### src/rtl/instr_fetch_unit.sv
// Instruction fetch / PC update stage feeding the multicycle control FSM.
// Optional: define FETCH_MISALIGN_TRAP_EN to suppress misaligned PC writes and flag them.
module instr_fetch_unit #(
    parameter logic [63:0] RESET_PC = 64'h0,
    parameter int unsigned TIMEOUT  = 15
) (
    input  logic        clk,
    input  logic        reset,
    input  logic        Load_ir,
    input  logic        pcWrite,
    input  logic        PCWriteCond,
    input  logic        pcWriteCondBne,
    input  logic        pcWriteCondBge,
    input  logic        pcWriteCondBlt,
    input  logic        pcSource,
    input  logic [63:0] AluResult,
    input  logic [63:0] AluOut,
    input  logic        zero,
    input  logic        lt,
    input  logic [31:0] imem_rdata,
    input  logic        imem_valid,
    output logic        imem_req,
    output logic [63:0] imem_addr,
    output logic [31:0] Instruction,
    output logic [63:0] pc,
    output logic        fetch_busy,
    output logic        fetch_err,
    output logic        misaligned
);

    typedef enum logic [1:0] {IDLE, REQ, WAIT} state_t;

    localparam logic [7:0]  LAST_WAIT = 8'(TIMEOUT - 1);
    localparam logic [31:0] NOP_INSTR = 32'h0000_0013;

    state_t      state;
    logic [7:0]  waitCnt;
    logic        pcWe;
    logic [63:0] pcTarget;

    always_comb begin
        pcWe = pcWrite
             | (PCWriteCond    &  zero)
             | (pcWriteCondBne & ~zero)
             | (pcWriteCondBge & ~lt)
             | (pcWriteCondBlt &  lt);
        pcTarget = pcSource ? AluOut : AluResult;
    end

`ifdef FETCH_MISALIGN_TRAP_EN
    always_ff @(posedge clk or posedge reset) begin
        if (reset) begin
            pc         <= RESET_PC;
            misaligned <= 1'b0;
        end else if (pcWe) begin
            if (pcTarget[1:0] == 2'b00) begin
                pc <= pcTarget;
            end else begin
                misaligned <= 1'b1;
            end
        end
    end
`else
    always_ff @(posedge clk or posedge reset) begin
        if (reset) begin
            pc <= RESET_PC;
        end else if (pcWe) begin
            pc <= {pcTarget[63:2], 2'b00};
        end
    end

    assign misaligned = 1'b0;
`endif

    // imem_addr doubles as the latched fetch address, so PC writes mid-fetch cannot disturb it.
    always_ff @(posedge clk or posedge reset) begin
        if (reset) begin
            state       <= IDLE;
            Instruction <= '0;
            imem_req    <= 1'b0;
            imem_addr   <= '0;
            fetch_busy  <= 1'b0;
            fetch_err   <= 1'b0;
            waitCnt     <= '0;
        end else begin
            fetch_err <= 1'b0;
            case (state)
                IDLE: begin
                    if (Load_ir) begin
                        imem_addr  <= pc;
                        imem_req   <= 1'b1;
                        fetch_busy <= 1'b1;
                        state      <= REQ;
                    end
                end
                REQ: begin
                    imem_req <= 1'b0;
                    if (imem_valid) begin
                        Instruction <= imem_rdata;
                        fetch_busy  <= 1'b0;
                        state       <= IDLE;
                    end else begin
                        waitCnt <= '0;
                        state   <= WAIT;
                    end
                end
                WAIT: begin
                    if (imem_valid) begin
                        Instruction <= imem_rdata;
                        fetch_busy  <= 1'b0;
                        state       <= IDLE;
                    end else if (waitCnt == LAST_WAIT) begin
                        Instruction <= NOP_INSTR;
                        fetch_err   <= 1'b1;
                        fetch_busy  <= 1'b0;
                        waitCnt     <= '0;
                        state       <= IDLE;
                    end else begin
                        waitCnt <= waitCnt + 8'd1;
                    end
                end
                default: begin
                    imem_req   <= 1'b0;
                    fetch_busy <= 1'b0;
                    state      <= IDLE;
                end
            endcase
        end
    end

endmodule

### config.mk
export PLATFORM = sky130hd
export DESIGN_NAME = instr_fetch_unit
export DESIGN_NICKNAME = d
export VERILOG_FILES = /design/src/rtl/instr_fetch_unit.sv
export SDC_FILE = /design/constraint.sdc
export NUM_CORES = 1
export LEC_CHECK = 0
export CORE_ASPECT_RATIO = 0.8
export CORE_MARGIN = 4
export CORE_UTILIZATION = 41
export CTS_CLUSTER_SIZE = 24
export DETAILED_ROUTE_END_ITERATION = 10
export PLACE_DENSITY_LB_ADDON = 0.05
export SLEW_MARGIN = 20
export SYNTH_ARGS = -nofsm -noshare
export SYNTH_HDL_FRONTEND = slang
export SYNTH_SLANG_ARGS = --single-unit
### constraint.sdc
create_clock -name clk -period 6.5 [get_ports clk]
set_input_delay 1.3 -clock clk [delete_from_list [all_inputs] [get_ports clk]]
set_output_delay 1.3 -clock clk [all_outputs]
set_load 0.02 [all_outputs]
==> impl_metrics.tcl, run 1 <==
set metrics [dict create \
    place.gp.congestion 0.878 \
    clockPowerShare_pct 23.4 \
    io_buffers 326 \
    hpwl_um 15400 \
    cp_max_fo 74 \
    reg2reg_slack_ps 4130 \
    slew_viol_final 0 \
    antenna_left 0 \
    grt-ovfl-total 0 \
    diodes 0 \
    drc 0 \
    layout_commonest_cell "clkdlybuf4s50_1" \
    finalSetupViolCount 0 \
    numCtsBuffers 17 \
    max_cap_viol_count 0 \
    root_buffer "clkbuf_16" \
    grt_usage_pct 21.1 \
    cts_tree "done" \
    synth.top_cell.area_share_pct 59.6 \
    relSlewSlack_pct 29.1 \
    syn_area_per_cell_um2 12.6 \
    rsz0062_at_grt "false" \
    syn_inst 564 \
    pwr-share-comb_pct 42.4 \
    antenna_found_initial 0 \
    initial_utilization_pct 42.3 \
    synthFlopType "dfrtp_1" \
    nets 1059 \
    setup_tns_ps 0 \
    num_rows 42 \
    leakage_uw 0.00477 \
    hold_end "waitCnt[7]$_DFFE_PP0P_" \
    cts_sinks 169 \
    hold_viol_final 0 \
    die_area_um2 19500 \
    hold_buffers 0 \
    p_switching_uw 1590 \
    power_density_nw_per_um2 422 \
    post_drt_wl_per_cell_um 18.5 \
    irDropWorstVdd_mv 0.235 \
    post-route-period-util_pct 47.1 \
    worst_pin_slew_ps 1060 \
    clk_path_buf_depth 2 \
    cts-resized-gates 0 \
    syn_area_um2 7100 \
    status "finished, final reports clean" \
    clk_pin_slew_ps 60 \
    dr.first_iter.drc_count 221 \
    ys_ff_latch 169 \
    fmax_mhz 327 \
    end_kind "register" \
    n_fill_cell 1273 \
    async_flop_share_pct 100 \
    final_cell_mix "clkdlybuf4s50_1 (325), dfrtp_1 (169), nand2_1 (71)" \
    rr_endpoint "imem_addr[21]$_DFFE_PP0P_" \
    critPathLaunchType "primary input" \
    die_x_um 155 \
    hold_depth 1 \
    synth_area_leaders "dfrtp_1 (60%), mux2_2 (10%), mux2i_1 (8.7%)" \
    period_needed_ps 3060 \
    yosysTopAreaCell "dfrtp_1" \
    worstSkewPairLatency_ps 430 \
    ys_warn_count 0 \
    yosysSeqAreaShare_pct 59.6 \
    wirelength_um 20500 \
    h-tree-depth 4 \
    vias_per_cell 4.99 \
    rr_startpoint "state[1]$_DFFE_PP0P_" \
    ys_types 39 \
    utilization_pct 66.4 \
    sw_frac_of_total_pct 33.9 \
    grt_pass1_wl_um 32200 \
    first_pass_iters 4 \
    required_ps 6770 \
    seqPwrFrac_pct 34.2 \
    hold_path.class "reg -> reg" \
    intPower_uw 3110 \
    fin_hold_ws_ps 497 \
    grt_max_degree 76 \
    finClkSkew_ps 11.1 \
    synth_edf_count 0 \
    grt_pass1_vias 5932 \
    min_from "waitCnt[7]$_DFFE_PP0P_" \
    die_h_um 126 \
    drive_above_1_share_pct 11.8 \
    via_count 5555 \
    area_growth_pct 56.9 \
    r2r_cells 5 \
    worst_ep_arrival_time_ps 3330 \
    path_class "in -> reg" \
    postCtsSetupBuffers 0 \
    core-area_um2 16800 \
    ioPinCount 336 \
]
-- flip-flops by register name, summed over array words and instances, names as in the netlist --
| name | count |
|---|---|
| fetch_err | 1 |
| waitCnt | 8 |
| pc | 62 |
| imem_req | 1 |
| Instruction | 32 |
| state | 2 |
| fetch_busy | 1 |
| imem_addr | 62 |
-- area by class of cell --
| cell class | count | area [um2] | share of cell area (%) |
|---|---|---|---|
| Clock inverter | 11 | 195 | 1.75 |
| Clock buffer | 20 | 447 | 4.01 |
| Timing Repair Buffer | 331 | 3300 | 29.6 |
| Inverter | 8 | 35.0 | 0.315 |
| Multi-Input combinational cell | 354 | 2650 | 23.8 |
| Sequential cell | 169 | 4230 | 38.0 |
| Tap cell | 220 | 275 | 2.47 |
-- worst max path at each step --
stage / startpoint / to / slack [ps] / depth (start not counted)
floorplan: reset / Instruction[0]$_DFFE_PP0P_ / 620 / 1
global placement: zero / pc[58]$_DFFE_PP0P_ / 3050 / 5
detailed placement: zero / pc[57]$_DFFE_PP0P_ / 2980 / 5
CTS: zero / pc[55]$_DFFE_PP0P_ / 3440 / 5
global route: zero / pc[55]$_DFFE_PP0P_ / 3300 / 5
finish: zero / pc[57]$_DFFE_PP0P_ / 3440 / 5
-- cells by family (layout without fill, tap and decap cells) --
kind of cell	count (synthesis)	count (layout)	synth area share, %
AND/OR/NAND/NOR	97	97	5.80
AO/OA/AOI/OAI	119	119	10.9
adder cells (fa/ha/maj)	6	6	1.06
other	1	5	0.0528
flip-flops	169	169	59.6
multiplexers	127	127	19.1
buffers and inverters	45	370	3.49
-- worst max-delay path, cell delays in order --
cell and delay, ps:
clkdlybuf4s50_1 500, mux2_4 340, a2111oi_4 330, buf_4 590
o21ai_0 230
-- Yosys cell counts (all sizes together), types with 2 or more instances --
| cell type | instances |
|---|---|
| buf | 17 |
| a31oi | 5 |
| nor2b | 3 |
| o22a | 2 |
| nand2b | 4 |
| clkbuf | 20 |
| inv | 8 |
| ha | 6 |
| a41oi | 2 |
| mux2 | 65 |
| a21oi | 5 |
| nand3 | 3 |
| mux2i | 62 |
| a22o | 31 |
| nor2 | 8 |
| a21boi | 2 |
| dfrtp | 169 |
| nand2 | 72 |
| o21ai | 66 |
-- through the flow --
stage               cell area [um2]  total power, uW  cells  setup slack, ps
floorplan                      7110             2620    568              625
global placement              10500             3580   1082             3050
detailed placement            10500             3630   1082             2980
CTS                           11100             4760   1113             3440
global route                  11100             4930   1113             3300
finish                        11100             4700   1113             3440
-- metal layers --
metal	up-vias	part of all wire, %	track usage [%]
met3	20	9.3	8.13
met4	0	1.2	5.61
met1	2712	39	24.3
met2	202	51	36.9
li1	2621	-	-
met5	-	0	0
-- power by group through the flow --
| stage | combinational [uW] | sequential, uW | clock [uW] |
|---|---|---|---|
| after floorplan | 598 | 2020 | 0 |
| after global placement | 1980 | 1600 | 0 |
| after detailed placement | 2010 | 1620 | 0 |
| after CTS | 2020 | 1610 | 1130 |
| after global routing | 2110 | 1650 | 1170 |
| final | 1990 | 1610 | 1100 |
Note: power is estimated with default switching activity, not from simulation.
==> run 2, diff against run 1 <==
- CORE_UTILIZATION: 41 -> 37
- clock period: 6.5 -> 2.5 ns (I/O delays scaled with it)
==> run 2 against run 1 <==
- clock-buffer cell count grew 1
- largest cell class unchanged
- critical endpoint is now waitCnt[7]$_DFFE_PP0P_
- first-iteration DRC count is 10% higher
- via count is 0.77% higher
==> impl_metrics.tcl, run 2 (synthesized netlist as in run 1, its figures left out) <==
set metrics [dict create \
    status "finished, final reports clean" \
    die_x_um 163 \
    finClkSkew_ps 12.1 \
    grt_pass1_wl_um 32300 \
    cp_max_fo 8 \
    critPathLaunchType "register" \
    clk_path_buf_depth 2 \
    initial_utilization_pct 37.5 \
    dr.first_iter.drc_count 243 \
    hold_viol_final 0 \
    grt-ovfl-total 0 \
    post_drt_wl_per_cell_um 17.6 \
    leakage_uw 0.00489 \
    end_kind "register" \
    worstSkewPairLatency_ps 420 \
    h-tree-depth 4 \
    ioPinCount 336 \
    cp-endpoint "waitCnt[7]$_DFFE_PP0P_" \
    crit_slowest_cell "a21boi_1" \
    path_cells "inv_1 > ha_1 > and4b_1 > a21boi_1 > nand2_1 > a31oi_1" \
    nets 1076 \
    r2r_cells 6 \
    place.gp.congestion 0.814 \
    wirelength_um 20500 \
    antenna_found_initial 0 \
    diodes 0 \
    power_density_nw_per_um2 1060 \
    die_h_um 132 \
    fmax_mhz 497 \
    path_class "reg -> reg" \
    post-route-period-util_pct 80.5 \
    cts_tree "done" \
    slew_viol_final 0 \
    clk_pin_slew_ps 60 \
    rr_endpoint "waitCnt[7]$_DFFE_PP0P_" \
    max_cap_viol_count 0 \
    period_needed_ps 2010 \
    num_rows 45 \
    cts-resized-gates 0 \
    finalSetupViolCount 0 \
    rsz0062_at_grt "false" \
    via_count 5598 \
    critPathLaunch "waitCnt[0]$_DFFE_PP0P_" \
    rr_startpoint "waitCnt[0]$_DFFE_PP0P_" \
    io_buffers 326 \
    placed_cells 1137 \
    die_area_um2 21500 \
    root_buffer "clkbuf_16" \
    fin_cells 1169 \
    area_growth_pct 60.6 \
    first_pass_iters 5 \
    layout_commonest_cell "clkdlybuf4s50_1" \
    irDropWorstVdd_mv 0.431 \
    vias_per_cell 4.79 \
    grt_max_degree 42 \
    required_ps 2830 \
    hold_path.class "reg -> reg" \
    final_cell_area_um2 11400 \
    grt_usage_pct 19.0 \
    cp_slowest_stage_delay_ps 600 \
    grt_pass1_vias 5958 \
    drc 0 \
    core-area_um2 18900 \
    min_from "fetch_busy$_DFFE_PP0P_" \
    cts_sinks 169 \
    setup_tns_ps 0 \
    antenna_left 0 \
    worst_ep_arrival_time_ps 2350 \
    worst_pin_slew_ps 714 \
    hold_buffers 0 \
    largestRegisters "imem_addr (62), pc (62), Instruction (32)" \
    relSlewSlack_pct 52.3 \
    drive_above_1_share_pct 13.5 \
    dpl_cell_area_um2 10800 \
    reg2reg_slack_ps 490 \
    postCtsSetupBuffers 0 \
    numCtsBuffers 17 \
    hpwl_um 15600 \
    final_cell_mix "clkdlybuf4s50_1 (325), dfrtp_1 (169), nand2_1 (71)" \
]
[run 2: how the worst min path moves through the flow]
stage,to,slack (ps),cells after the start
final,fetch_busy$_DFFE_PP0P_,490,1
after global routing,Instruction[3]$_DFFE_PP0P_,510,1
after CTS,waitCnt[7]$_DFFE_PP0P_,490,1
after detailed placement,fetch_busy$_DFFE_PP0P_,480,1
after global placement,waitCnt[7]$_DFFE_PP0P_,470,1
after floorplan,waitCnt[7]$_DFFE_PP0P_,440,1
[run 2: metal layers]
layer  GRT usage (%)  wire length (um)  share of wire (%)  vias up
li1                -                 -                  -     2662
met1            22.6              8080                 39     2711
met2            31.7             10200                 50      198
met3            7.03              1790                8.7       27
met4            6.57               486                2.4        0
met5               0                 0                  0        -
[run 2: per-stage QoR]
| stage | worst slack [ps] | total power (uW) | utilization, % | hold slack (ps) |
|---|---|---|---|---|
| finish | 487 | 12100 | 60.3 | 492 |
| detailed placement | 109 | 9520 | 57.1 | 483 |
| floorplan | -155 | 6810 | - | 444 |
| global placement | 149 | 9430 | 57.1 | 466 |
| global route | 321 | 12700 | 60.3 | 514 |
| CTS | 476 | 12300 | 60.3 | 495 |
[run 2: where the power goes]
part | internal, uW | total [uW] | switching, uW
combinational | 2710 | 5260 | 2550
clock | 1570 | 2670 | 1100
sequential | 3650 | 4170 | 516
total | 7930 | 12100 | 4170
[run 2: worst max-delay path: cells and delay by family, from the launching register on]
kind | cells | cell delay, ps
buf+inv | 1 | 100
compound gates | 2 | 820
fa+ha+maj | 1 | 210
simple gates | 2 | 400
flops | 1 | 410
[run 2: cell type report]
type / instances / area, um2
fillers: 1572 / 7520
inverters: 8 / 33.8
clock buffers: 21 / 470
clock inverters: 11 / 135
well taps: 258 / 323
repair buffers: 348 / 3560
multi-input cells: 354 / 2640
flip-flops and latches: 169 / 4230
==> patch (settings of run 2) <==
The 3 states of `state_t` get a one-hot encoding in 3 bits.
--- a/src/rtl/instr_fetch_unit.sv
+++ b/src/rtl/instr_fetch_unit.sv
@@ -29,5 +29,5 @@
 );
 
-    typedef enum logic [1:0] {IDLE, REQ, WAIT} state_t;
+    typedef enum logic [2:0] {IDLE = 3'b001, REQ = 3'b010, WAIT = 3'b100} state_t;
 
     localparam logic [7:0]  LAST_WAIT = 8'(TIMEOUT - 1);
Function: no difference found for any inputs over 4 cycles, from zero or initial values and one cycle with reset high; so few cycles prove little.
==> patch against run 2 <==
Combinational power down 4.0%; power decreased by 1.6%; design area shrank 1.0%; cell count fell by 1.1%; sequential cell count increased by 1; hold slack worse by 0.086 ns; non-clock buffer count down 10; area after synthesis up 0.53%; wire length up 0.46%; setup slack worse by 0.055 ns.
==> patch: results (changes against run 2) <==
[placement]
place_area_um2=10700  ; -0.89%
dpl_worst_slack_ns=0.104  ; -0.00557 ns
dp.cells=1124  ; -1.1%
dp_hpwl_um=15700  ; +0.55%

[worst_setup_path]
cp_slowest_cell=a21o_1
slowest_delay_ns=0.81  ; +0.21 ns
path_max_fanout=32  ; +24

[global_routing]
grt_util_met3_pct=7.28  ; +0.25 points
grt_use_met1_pct=22.6  ; about the same
grt_max_degree=83  ; +98%
grtUsageTotal_pct=19.0  ; +0.046 points
grt_pass1_vias=5933  ; -0.42%

[synthesis]
synthTopCellsByCount=dfrtp_1 (169), nand2_1 (67), mux2i_1 (63)
yosysSeqAreaShare_pct=59.6  ; about the same
synth_cell_types=42  ; +7.7%
synthTopCellsByArea=dfrtp_1 (59%), mux2_2 (9.8%), mux2i_1 (8.8%)

[layout]
drive_gt1_share_pct=12.6  ; -0.92 points
fillCellCount=1545  ; -1.7%

[min_path]
hold_path.class=in2async

[detailed_routing]
wl_um=20600  ; +0.46%
vias=5488  ; -2.0%
firstDrtPassIters=4  ; -1

[sta]
tightest_slew_ns=1.03  ; +0.317 ns
finClkSkew_ns=0.0118  ; -0.000261 ns

[power_and_ir_drop]
leakagePower_nw=4.77  ; -2.3%
switching_share_pct=34.2  ; -0.28 points

[status]
status=finished clean

[patch: cell types whose count changed in the layout (fill, tap and decap cells not counted), sizes merged, moves of 3 or more]
cell,change
nor2b,+4
nand2,-5
buf,-10
nor2,-5
o21ai,+3
ha,-4
[patch: cells by family after synthesis]
| kind of cell | Yosys count | share of synthesized area (%) |
|---|---|---|
| DFF | 170 | 59.6 |
| muxes | 126 | 18.8 |
| AOI/OAI and AO/OA | 115 | 10.3 |
| and+or+nand+nor | 100 | 6.52 |
| buffers and inverters | 47 | 3.89 |
| xor gates and xnor gates | 3 | 0.368 |
| adders and majority gates | 2 | 0.351 |
| other | 1 | 0.0526 |
[patch: layout make-up]
cell class / count / area share, %
Timing Repair Buffer: 338 / 30.7
Multi-Input combinational cell: 351 / 23.3
Sequential cell: 170 / 37.7
Inverter: 7 / 0.266
Clock buffer: 20 / 3.96
Tap cell: 258 / 2.86
Clock inverter: 12 / 1.23
[patch: worst paths after layout]
kind | start | endpoint | slack [ns] | cells after the start
worst min register to register | fetch_busy | fetch_busy | 0.49 | 1
worst max register to register | waitCnt[0] | Instruction[2] | 0.43 | 6
worst max-delay path | waitCnt[0] | Instruction[2] | 0.43 | 6
min in group clk | fetch_busy | fetch_busy | 0.49 | 1
max in group asynchronous | reset | imem_addr[36] | 1.37 | 3
worst min-delay path | reset | pc[57] | 0.41 | 2
[patch: metal layers]
metal  up-vias  routed length [um]
li1       2626                   -
met1      2626                8290
met2       212                9980
met5         -                   0
met3        24                1940
met4         0                 416
[patch: power groups by stage]
stage               sequential (mW)  combinational, mW  clock (mW)
floorplan                      5.29               1.46           0
global placement               4.23               5.06           0
detailed placement             4.29               5.11           0
CTS                            4.25               5.13        2.69
global route                   4.38               5.35        2.79
finish                         4.24               5.05        2.61
